===== src/rtl/lsu_mem_master.sv =====
// rtl/lsu_mem_master.sv - RV32I load/store initiator toward the data memory
//
// Accepts one load/store request at a time, drives a word-aligned memory
// access, waits for mem_ack (bounded by TIMEOUT_CYCLES) and returns the
// extended load data with a one-cycle resp_valid pulse.
//
// Optional feature macro: LSU_MISALIGN_TRAP_EN
//   defined   - misaligned half/word requests are rejected with resp_err
//   undefined - offset bits below the access size are forced to zero
//
// Ports:
//   clk, rst_n                    clock, synchronous active-low reset
//   req_valid/req_ready           request handshake from the core
//   req_we, req_funct3            store flag and RV32I funct3
//   req_addr, req_wdata           byte address and store data
//   resp_valid, resp_rdata        one-cycle response pulse, extended load data
//   resp_err                      misaligned / illegal funct3 / timeout
//   mem_A, mem_WD, mem_WE, mem_BE word address, lane data, write enable, byte enables
//   mem_req, mem_ack, mem_RD      access in progress, completion, read data
module lsu_mem_master #(
    parameter int          TIMEOUT_CYCLES = 16,
    parameter logic [31:0] RESET_RDATA    = 32'h0000_0000
) (
    input  logic        clk,
    input  logic        rst_n,
    input  logic        req_valid,
    output logic        req_ready,
    input  logic        req_we,
    input  logic [2:0]  req_funct3,
    input  logic [31:0] req_addr,
    input  logic [31:0] req_wdata,
    output logic        resp_valid,
    output logic [31:0] resp_rdata,
    output logic        resp_err,
    output logic [31:0] mem_A,
    output logic [31:0] mem_WD,
    output logic        mem_WE,
    output logic [3:0]  mem_BE,
    output logic        mem_req,
    input  logic        mem_ack,
    input  logic [31:0] mem_RD
);

    typedef enum logic [1:0] {IDLE, ACCESS, RESP} state_t;

    localparam logic [7:0] CNT_LAST = 8'(TIMEOUT_CYCLES - 1);

    state_t      state;
    logic [7:0]  cnt;
    logic        we_q;
    logic [2:0]  f3_q;
    logic [1:0]  off_q;

    // Request decode
    logic        f3_bad;
    logic        req_illegal;
    logic [1:0]  off_eff;
    logic [3:0]  be_next;
    logic [31:0] wd_next;

    // funct3[1:0] encodes size (00 byte, 01 half, 10 word); 1xx is only legal as LBU/LHU loads
    assign f3_bad = (req_funct3 == 3'b011) || (req_funct3[2:1] == 2'b11) ||
                    (req_funct3[2] && req_we);

`ifdef LSU_MISALIGN_TRAP_EN
    logic misalign;
    assign misalign    = ((req_funct3[1:0] == 2'b01) && req_addr[0]) ||
                         ((req_funct3[1:0] == 2'b10) && (req_addr[1:0] != 2'b00));
    assign req_illegal = f3_bad || misalign;
    assign off_eff     = req_addr[1:0];
`else
    assign req_illegal = f3_bad;
    always_comb begin
        off_eff = 2'b00;
        case (req_funct3[1:0])
            2'b00:   off_eff = req_addr[1:0];
            2'b01:   off_eff = req_addr[1:0] & 2'b10;
            default: off_eff = 2'b00;
        endcase
    end
`endif

    always_comb begin
        be_next = 4'b1111;
        wd_next = req_wdata;
        if (req_we) begin
            case (req_funct3[1:0])
                2'b00: begin
                    be_next = 4'b0001 << off_eff;
                    wd_next = {4{req_wdata[7:0]}};
                end
                2'b01: begin
                    be_next = 4'b0011 << off_eff;
                    wd_next = {2{req_wdata[15:0]}};
                end
                default: begin
                    be_next = 4'b1111;
                    wd_next = req_wdata;
                end
            endcase
        end
    end

    // Load extraction from the captured offset and funct3
    logic [7:0]  byte_sel;
    logic [15:0] half_sel;
    logic [31:0] load_data;

    assign byte_sel = mem_RD[{off_q, 3'b000} +: 8];
    assign half_sel = mem_RD[{off_q[1], 4'b0000} +: 16];

    always_comb begin
        load_data = mem_RD;
        case (f3_q)
            3'b000:  load_data = {{24{byte_sel[7]}}, byte_sel};
            3'b001:  load_data = {{16{half_sel[15]}}, half_sel};
            3'b100:  load_data = {24'h0, byte_sel};
            3'b101:  load_data = {16'h0, half_sel};
            default: load_data = mem_RD;
        endcase
    end

    always_ff @(posedge clk) begin
        if (!rst_n) begin
            state      <= IDLE;
            cnt        <= 8'd0;
            we_q       <= 1'b0;
            f3_q       <= 3'b000;
            off_q      <= 2'b00;
            req_ready  <= 1'b1;
            resp_valid <= 1'b0;
            resp_err   <= 1'b0;
            resp_rdata <= RESET_RDATA;
            mem_req    <= 1'b0;
            mem_WE     <= 1'b0;
            mem_BE     <= 4'b0000;
            mem_A      <= 32'h0;
            mem_WD     <= 32'h0;
        end else begin
            case (state)
                IDLE: begin
                    if (req_valid) begin
                        we_q      <= req_we;
                        f3_q      <= req_funct3;
                        off_q     <= off_eff;
                        req_ready <= 1'b0;
                        if (req_illegal) begin
                            state      <= RESP;
                            resp_valid <= 1'b1;
                            resp_err   <= 1'b1;
                        end else begin
                            state   <= ACCESS;
                            cnt     <= 8'd0;
                            mem_req <= 1'b1;
                            mem_A   <= {req_addr[31:2], 2'b00};
                            mem_WD  <= wd_next;
                            mem_WE  <= req_we;
                            mem_BE  <= be_next;
                        end
                    end
                end
                ACCESS: begin
                    // A late ack on the final counted cycle still completes normally
                    if (mem_ack) begin
                        if (!we_q) begin
                            resp_rdata <= load_data;
                        end
                        state      <= RESP;
                        resp_valid <= 1'b1;
                        resp_err   <= 1'b0;
                        mem_req    <= 1'b0;
                        mem_WE     <= 1'b0;
                    end else if (cnt == CNT_LAST) begin
                        state      <= RESP;
                        resp_valid <= 1'b1;
                        resp_err   <= 1'b1;
                        mem_req    <= 1'b0;
                        mem_WE     <= 1'b0;
                    end else begin
                        cnt <= cnt + 8'd1;
                    end
                end
                RESP: begin
                    state      <= IDLE;
                    resp_valid <= 1'b0;
                    resp_err   <= 1'b0;
                    req_ready  <= 1'b1;
                end
                default: begin
                    state <= IDLE;
                end
            endcase
        end
    end

endmodule


===== config.mk =====
export PLATFORM = sky130hd
export DESIGN_NAME = lsu_mem_master
export DESIGN_NICKNAME = d
export VERILOG_FILES = /design/src/rtl/lsu_mem_master.sv
export SDC_FILE = /design/constraint.sdc
export NUM_CORES = 1
export LEC_CHECK = 0
export ABC_AREA = 1
export CAP_MARGIN = 5
export CORE_ASPECT_RATIO = 1.5
export CORE_UTILIZATION = 29
export DETAILED_ROUTE_END_ITERATION = 16
export PLACE_DENSITY = 0.69
export SYNTH_ARGS = -nofsm -noshare
export SYNTH_HDL_FRONTEND = slang
export SYNTH_SLANG_ARGS = --single-unit

===== constraint.sdc =====
create_clock -name clk -period 2.25 [get_ports clk]
set_input_delay 0.45 -clock clk [delete_from_list [all_inputs] [get_ports clk]]
set_output_delay 0.45 -clock clk [all_outputs]
set_load 0.01 [all_outputs]

; Word-level counts from Yosys, hierarchy flattened
; Cells that the tools add are included.
[totals]
output_inout_bits = 105
input_bits = 104
register_bits = 119
word_cells = 86
[op_classes]
n_addsub = 1
n_shift = 4
reduce_logical = 17
bitwise_logic = 2
eq_ne = 15
mux = 33
[op_table]
columns = operator, count
row1 = 32-bit case mux with 4 select lines, 1
row2 = 32-bit case mux with 2 select lines, 1
row3 = 32-bit 2-to-1 mux, 1
row4 = 8-bit 2-to-1 mux, 4
row5 = 32-bit by 6-bit indexed part select with 16-bit output, 1
row6 = 32-bit by 6-bit indexed part select with 8-bit output, 1
row7 = 8-bit case mux with 2 select lines, 1
row8 = 1-bit 2-to-1 mux, 12
row9 = 2-bit != test (second input constant), 5
row10 = 8-bit by 1-bit adder with 8-bit output (second input constant), 1
row11 = 8-bit by 4-bit == test with 1-bit output (second input constant), 1
row12 = 2-bit 2-to-1 mux, 4
row13 = 2-bit case mux with 2 select lines, 2
row14 = 4-bit case mux with 2 select lines, 1
row15 = 4-bit AND reduction, 2
row16 = 3-bit == test (second input constant), 2
row17 = 1-bit case mux with 2 select lines, 3
row18 = 1-bit case mux with 3 select lines, 2
row19 = 2-bit AND reduction, 3
row20 = 3-bit AND reduction, 2
row21 = 5-bit AND reduction, 1
row22 = 2-bit by 1-bit == test with 1-bit output (second input constant), 2
row23 = 2-bit == test (second input constant), 2
row24 = 2-bit logical NOT, 2
row25 = 12 further kinds, 15

; Longest topological paths before layout
; Gate-level depths: netlist of run 1.
[depth]
ltp_word = 6
ltp_mapped = 11
ltp_nobuf = 11

; Worst setup path after synthesis of run 1
; Ideal clock, no wire load.
[synth_timing]
kind = register to register
from = reg state[1]
to = reg resp_rdata[16]
arrival_time_ps = 1324
n_path_buf = 1
setup_time_ps = 116
path_stages_with_launch = 11
period_less_slack_ps = 1440
required_ps = 2134
path_slack_ps = 810
cell_sequence = dfxtp_1 -> inv_1 -> ha_1 -> nand2_1 -> nor2_2 -> buf_4 -> inv_2 -> a21oi_1 -> nand3_1 -> o211ai_1 -> inv_1
[synth_via]
elab_chain_cells = 2
[synth_lines]
columns = item, line_no
row1 = from (decl), 48  ; state_t state;
row2 = from (signal assigned), 125  ; state <= IDLE;
row3 = from (signal assigned), 148  ; state <= RESP;
row4 = from (signal assigned), 152  ; state <= ACCESS;
row5 = 2-bit by 1-bit == test with 1-bit output, 140  ; case (state)
row6 = 3-bit AND reduction (no source line), -
row7 = to (signal assigned), 166  ; resp_rdata <= load_data;
row8 = to (decl), 33  ; output logic [31:0] resp_rdata,
; Every way passes these cells.
; A chain may end at the register's enable or synchronous reset.

; Worst setup path in the final report of run 1
[layout_timing]
from = reg mem_req
to = out mem_req
[layout_lines]
columns = item, line_no
row1 = from (decl), 39  ; output logic mem_req,
row2 = from (signal assigned), 134  ; mem_req <= 1'b0;
row3 = from (signal assigned), 154  ; mem_req <= 1'b1;
row4 = from (signal assigned), 171  ; mem_req <= 1'b0;
; No word-level cell between the ends.

==> impl_metrics.py, run 1 <==
metrics = {
    "cells_and_area": {
        "fill_cells": 1893,
        "area_growth_pct": 52.5,
        "final_cell_mix": "205 x clkdlybuf4s50_1, 137 x nand2_1, 125 x o21ai_0",
        "final_common_cell": "clkdlybuf4s50_1",
        "ff_latch_area_sq_um": 2380,
        "nNetsFinal": 1099,
        "stdcell_area_sq_um": 8450,
        "layout-drive-gt1-share_pct": 7.37,
        "antenna_cells": 0,
        "multiInputGateArea_sq_um": 2650,
    },
    "place": {
        "gp_congestion": 0.846,
        "dpl_cell_area_sq_um": 7860,
        "numPortBuffers": 206,
        "hpwl_mm": 12.9,
    },
    "floorplan": {
        "core-area_sq_um": 18600,
        "initial_core_util_pct": 29.8,
        "placementRows": 61,
        "die_y_um": 171,
        "io_pins": 209,
        "die_w_um": 115,
        "die_area_sq_um": 19700,
    },
    "cts": {
        "ctsHoldBuffers": 0,
        "ctsResizeCount": 0,
        "clkLatencyLatePin_ns": 0.41,
        "cts.path.max_buffers": 2,
        "clk_pin_slew_worst_paths_ns": 0.06,
        "cts_inserted_buffers": 17,
        "htreeDepth": 4,
        "clock_sinks": 119,
        "cts-root-buf": "clkbuf_16",
        "cts_tree": "built",
        "post_cts_buffers": 0,
    },
    "global_route": {
        "grt_pass1_vias": 5622,
        "antenna_found_initial": 0,
        "grt_max_degree": 51,
        "grt_pass1_wl_mm": 28.1,
        "grt-ovfl-total": 0,
        "grt_util_all_layers_pct": 18.1,
    },
    "power_and_ir_drop": {
        "clock_power_share_pct": 41.6,
        "p_sw_share_pct": 28.8,
        "p_switching_mw": 1.87,
        "p_leak_nw": 3.53,
        "combPwrFrac_pct": 21.6,
        "p_int_mw": 4.63,
        "peakVddDrop_mv": 0.412,
        "seqPwrFrac_pct": 36.8,
        "p_per_area_nw_per_um2": 770,
    },
    "logic_synthesis": {
        "avgSynthCellArea_sq_um": 6.97,
        "ys_types": 31,
        "yosysSeqAreaShare_pct": 43.0,
        "netlist_area_sq_um": 5540,
        "ys_top_cells_by_area": "dfxtp_1 43%, o21ai_0 11%, nand2_1 9.3%, nor2_1 8.4%, a21oi_1 6.6%",
        "synthesis.yosys.warnings": 0,
        "yosysTopAreaCell": "dfxtp_1",
        "netlist_instances": 795,
        "synth_top_area_share_pct": 43.0,
        "ys_seq_elements": 119,
    },
    "worst_setup_path": {
        "path_delay_family": "buffers and inverters",
        "path_class": "flop to output pin",
        "crit_path_max_incr_delay_ns": 0.56,
        "crit_fanout": 2,
        "critical_path_arrival_ns": 1.33,
        "cp.required_ns": 1.80,
        "critPathLaunchType": "flop",
        "cp_slowest_cell": "clkdlybuf4s50_1",
        "cp-end-kind": "output pin",
        "crit_chain": "clkdlybuf4s50_1",
        "cp_num_buf_inv": 1,
    },
    "routing": {
        "detail-route-antenna-nets": 0,
        "drt_pass1_iterations": 5,
        "first_iter_violations": 292,
        "finalWirelength_mm": 17.8,
        "wire_per_inst_um": 14.2,
        "viasPerCell": 4.70,
        "drc": 0,
        "vias": 5904,
    },
    "sta": {
        "rsz0062_at_grt": "no",
        "setup_viol": 0,
        "clock_skew_ns": 0.0144,
        "fin_tns_setup_ns": 0,
        "period_minus_slack_ns": 1.78,
        "max_freq_mhz": 563,
        "period_share_pct": 78.9,
        "hold_violations": 0,
        "final_max_slew_viol_count": 0,
    },
    "run": {
        "cap_violations": 0,
    },
    "hold_path": {
        "min-delay-path-class": "flop to flop",
    },
    "status": {
        "status": "complete, no violations",
    },
}
-- power groups by stage --
stage | clock, mW | combinational [mW] | sequential, mW
2_1_floorplan | 0 | 0.642 | 2.49
3_3_place_gp | 0 | 1.39 | 2.44
3_5_place_dp | 0 | 1.40 | 2.44
4_1_cts | 2.76 | 1.41 | 2.40
5_1_grt | 2.86 | 1.54 | 2.42
6_report | 2.71 | 1.40 | 2.39
-- synth_stat cells --
cell and count:
nand3_1 29, o21ai_2 1, nand2_2 3, buf_4 6, a21oi_1 73, o21ai_0 125, nor3b_1 1, nor2_2 2
o211ai_1 7, nand2_1 137, nand3_2 1, conb_1 1, o21bai_1 3, nor2_1 124, ha_1 4, buf_6 5
o21ai_1 8, inv_2 4, inv_1 58, nand4_1 3, a31oi_1 24, a21oi_4 1, nand2_4 1, dfxtp_1 119
clkbuf_2 1, buf_2 21, clkinv_4 1, a21o_1 7, o22ai_1 1, or2_2 7, clkbuf_1 17
-- worst paths after layout --
kind	start	endpoint	slack, ns	cells after the start
max	mem_req$_SDFFE_PN0P_	mem_req	0.47	1
min reg2reg	resp_valid$_SDFFE_PN0P_	resp_valid$_SDFFE_PN0P_	0.47	2
max reg2reg	state[1]$_SDFFE_PN0P_	resp_rdata[29]$_SDFFE_PN0P_	0.58	8
min	resp_valid$_SDFFE_PN0P_	resp_valid$_SDFFE_PN0P_	0.47	2
-- final cells by class --
class                      instances  area share, %
timing repair buffer             226           26.9
inverter                          63           2.86
tap                              252           3.73
sequential                       119           28.2
clock buffer                      18           5.20
multi-input combinational        564           31.4
clock inverter                    14           1.76
-- registers in the layout, indices dropped and copies added, names as in the netlist, 2 cells and up --
register and flops:
mem_A 30, state 2, off_q 2, resp_rdata 32, f3_q 3, mem_WD 32
cnt 8, mem_BE 4
-- through the flow --
stage | power [mW] | instances | setup WS, ns | util, % | hold slack, ns
3_3_place_gp | 3.83 | 1224 | 0.264 | 42.2 | 0.458
2_1_floorplan | 3.13 | 796 | 0.810 | - | 0.457
5_1_grt | 6.82 | 1256 | 0.390 | 45.4 | 0.507
4_1_cts | 6.57 | 1256 | 0.456 | 45.4 | 0.471
3_5_place_dp | 3.84 | 1224 | 0.259 | 42.2 | 0.461
6_report | 6.51 | 1256 | 0.474 | 45.4 | 0.468
-- cell families after synthesis --
logic type / synth area share [%]
flops: 43.0
fa+ha+maj: 0.903
buf+inv: 9.33
other cells: 0.0677
simple gates: 22.5
compound gates: 24.2
-- worst min-delay path, delay by kind of cell (launching register included) --
family	cells	cell delay [ns]
AO/OA/AOI/OAI	1	0.05
flip-flops	1	0.31
AND/OR/NAND/NOR	1	0.06
-- per-layer routing --
layer	GRT usage (%)	wire, um
met1	21.2	7370
met2	30.9	8840
met3	4.23	1030
met4	8.53	550
met5	0	0
(Power assumes the default switching activity.)
==> run 2, diff against run 1 <==
Clock period 2.25 ns to 1.8 ns, I/O delays scaled along.
==> impl_metrics.py, run 2 (synthesis results as in run 1) <==
metrics = {
    "status": {
        "status": "complete, no violations",
    },
    "cts": {
        "ctsHoldBuffers": 0,
        "clock_sinks": 119,
        "cts-root-buf": "clkbuf_16",
        "ctsResizeCount": 0,
        "cts_inserted_buffers": 17,
        "cts_tree": "built",
        "post_cts_buffers": 0,
        "clk_pin_slew_worst_paths_ns": 0.06,
        "htreeDepth": 4,
        "cts.path.max_buffers": 2,
        "clkLatencyLatePin_ns": 0.41,
    },
    "worst_setup_path": {
        "crit_path_max_incr_delay_ns": 0.60,
        "path_delay_family": "buffers and inverters",
        "path_class": "flop to output pin",
        "critical_path_arrival_ns": 1.33,
        "crit_chain": "clkdlybuf4s50_1",
        "cp_num_buf_inv": 1,
        "crit_fanout": 2,
        "cp-end-kind": "output pin",
        "critPathLaunchType": "flop",
        "cp_slowest_cell": "clkdlybuf4s50_1",
        "cp.required_ns": 1.44,
    },
    "cells_and_area": {
        "ff_latch_area_sq_um": 2380,
        "layout-drive-gt1-share_pct": 8.83,
        "nNetsFinal": 1115,
        "fill_cells": 1900,
        "multiInputGateArea_sq_um": 2650,
        "final_common_cell": "clkdlybuf4s50_1",
        "area_growth_pct": 55.6,
        "antenna_cells": 0,
        "final_cell_mix": "205 x clkdlybuf4s50_1, 136 x nand2_1, 125 x o21ai_0",
        "reg_top3": "mem_WD x32, resp_rdata x32, mem_A x30",
    },
    "power_and_ir_drop": {
        "p_int_mw": 5.89,
        "peakVddDrop_mv": 0.457,
        "p_switching_mw": 2.36,
        "combPwrFrac_pct": 22.2,
        "p_per_area_nw_per_um2": 958,
        "p_sw_share_pct": 28.6,
        "p_leak_nw": 3.64,
        "seqPwrFrac_pct": 36.2,
        "clock_power_share_pct": 41.6,
    },
    "global_route": {
        "antenna_found_initial": 0,
        "grt_pass1_wl_mm": 28.8,
        "grt_max_degree": 83,
        "grt_util_all_layers_pct": 18.6,
        "grt_pass1_vias": 5733,
        "grt-ovfl-total": 0,
    },
    "place": {
        "gp_congestion": 0.866,
        "numPortBuffers": 206,
        "hpwl_mm": 13.1,
    },
    "routing": {
        "drt_pass1_iterations": 5,
        "first_iter_violations": 374,
        "viasPerCell": 4.72,
        "drc": 0,
        "finalWirelength_mm": 17.9,
        "detail-route-antenna-nets": 0,
        "vias": 5993,
        "wire_per_inst_um": 14.1,
    },
    "sta": {
        "clock_skew_ns": 0.0104,
        "finalHoldWorstSlack_ns": 0.420,
        "period_minus_slack_ns": 1.69,
        "max_freq_mhz": 592,
        "fin_tns_setup_ns": 0,
        "hold_violations": 0,
        "final_max_slew_viol_count": 0,
        "period_share_pct": 93.9,
        "setup_viol": 0,
        "rsz0062_at_grt": "no",
    },
    "hold_path": {
        "min-delay-path-class": "primary input to flop",
    },
    "floorplan": {
        "core-area_sq_um": 18600,
        "initial_core_util_pct": 29.8,
        "die_area_sq_um": 19700,
        "die_w_um": 115,
        "io_pins": 209,
        "placementRows": 61,
        "die_y_um": 171,
    },
    "run": {
        "cap_violations": 0,
    },
}
==> run 2: cell count changes in the layout (fill, tap and decap cells not counted), moves of 2 or more <==
cell        before  now
buf_12           5    8
buf_4           15   27
clkinv_2         3    1
clkinv_4         2    5
clkinvlp_4       4    1
==> run 2: power by group through the flow <==
stage                     clock network (mW)  logic (mW)  registers (mW)
after floorplan                            0       0.803            3.11
after global placement                     0        1.82            3.03
after detailed placement                   0        1.83            3.04
after CTS                               3.49        1.84            2.98
after global routing                    3.60        2.02            3.01
final                                   3.43        1.84            2.99
==> run 2: path summary, 6_finish.rpt <==
kind / startpoint / end / slack [ns] / cells after the start
worst min-delay path: rst_n / mem_A[5]$_SDFFE_PN0P_ / 0.42 / 4
worst max-delay path: mem_BE[1]$_SDFFE_PN0P_ / mem_BE[1] / 0.11 / 1
worst max register to register: state[0]$_SDFFE_PN0P_ / mem_WD[24]$_SDFFE_PN0P_ / 0.17 / 8
worst min register to register: mem_WE$_SDFFE_PN0P_ / mem_WE$_SDFFE_PN0P_ / 0.47 / 2
==> run 2: stage by stage <==
step	setup WS, ns	util [%]	area (sq um)	total power [mW]	instances
after floorplan	0.360	-	5540	3.92	796
after global placement	-0.0488	43.0	8020	4.85	1240
after detailed placement	-0.0625	43.0	8020	4.87	1240
after CTS	0.0822	46.2	8610	8.31	1271
after global routing	0.00883	46.3	8620	8.63	1271
final	0.111	46.3	8620	8.25	1271
==> run 2: cell type report <==
cell class,count,area share [%]
clock buffers,19,5.26
multi-input cells,564,30.8
flip-flops and latches,119,27.6
clock inverters,12,1.66
repair buffers,242,28.2
inverters,63,2.80
well taps,252,3.66
==> run 2: worst reg2reg max path: stages (launching register included) <==
cell and delay (ns):
dfxtp_1 0.33, inv_1 0.08, ha_1 0.23, nand2_2 0.11, a21oi_4 0.18, buf_4 0.17, buf_12 0.14, o21ai_0 0.11
a31oi_1 0.19
==> run 2: routing by layer <==
layer / GRT usage, % / vias to the layer above / routed length [um]
met4: 8.70 / 0 / 549
met5: 0 / - / 0
met3: 4.86 / 35 / 997
li1: - / 3050 / -
met2: 31.5 / 206 / 8870
met1: 21.7 / 2702 / 7490
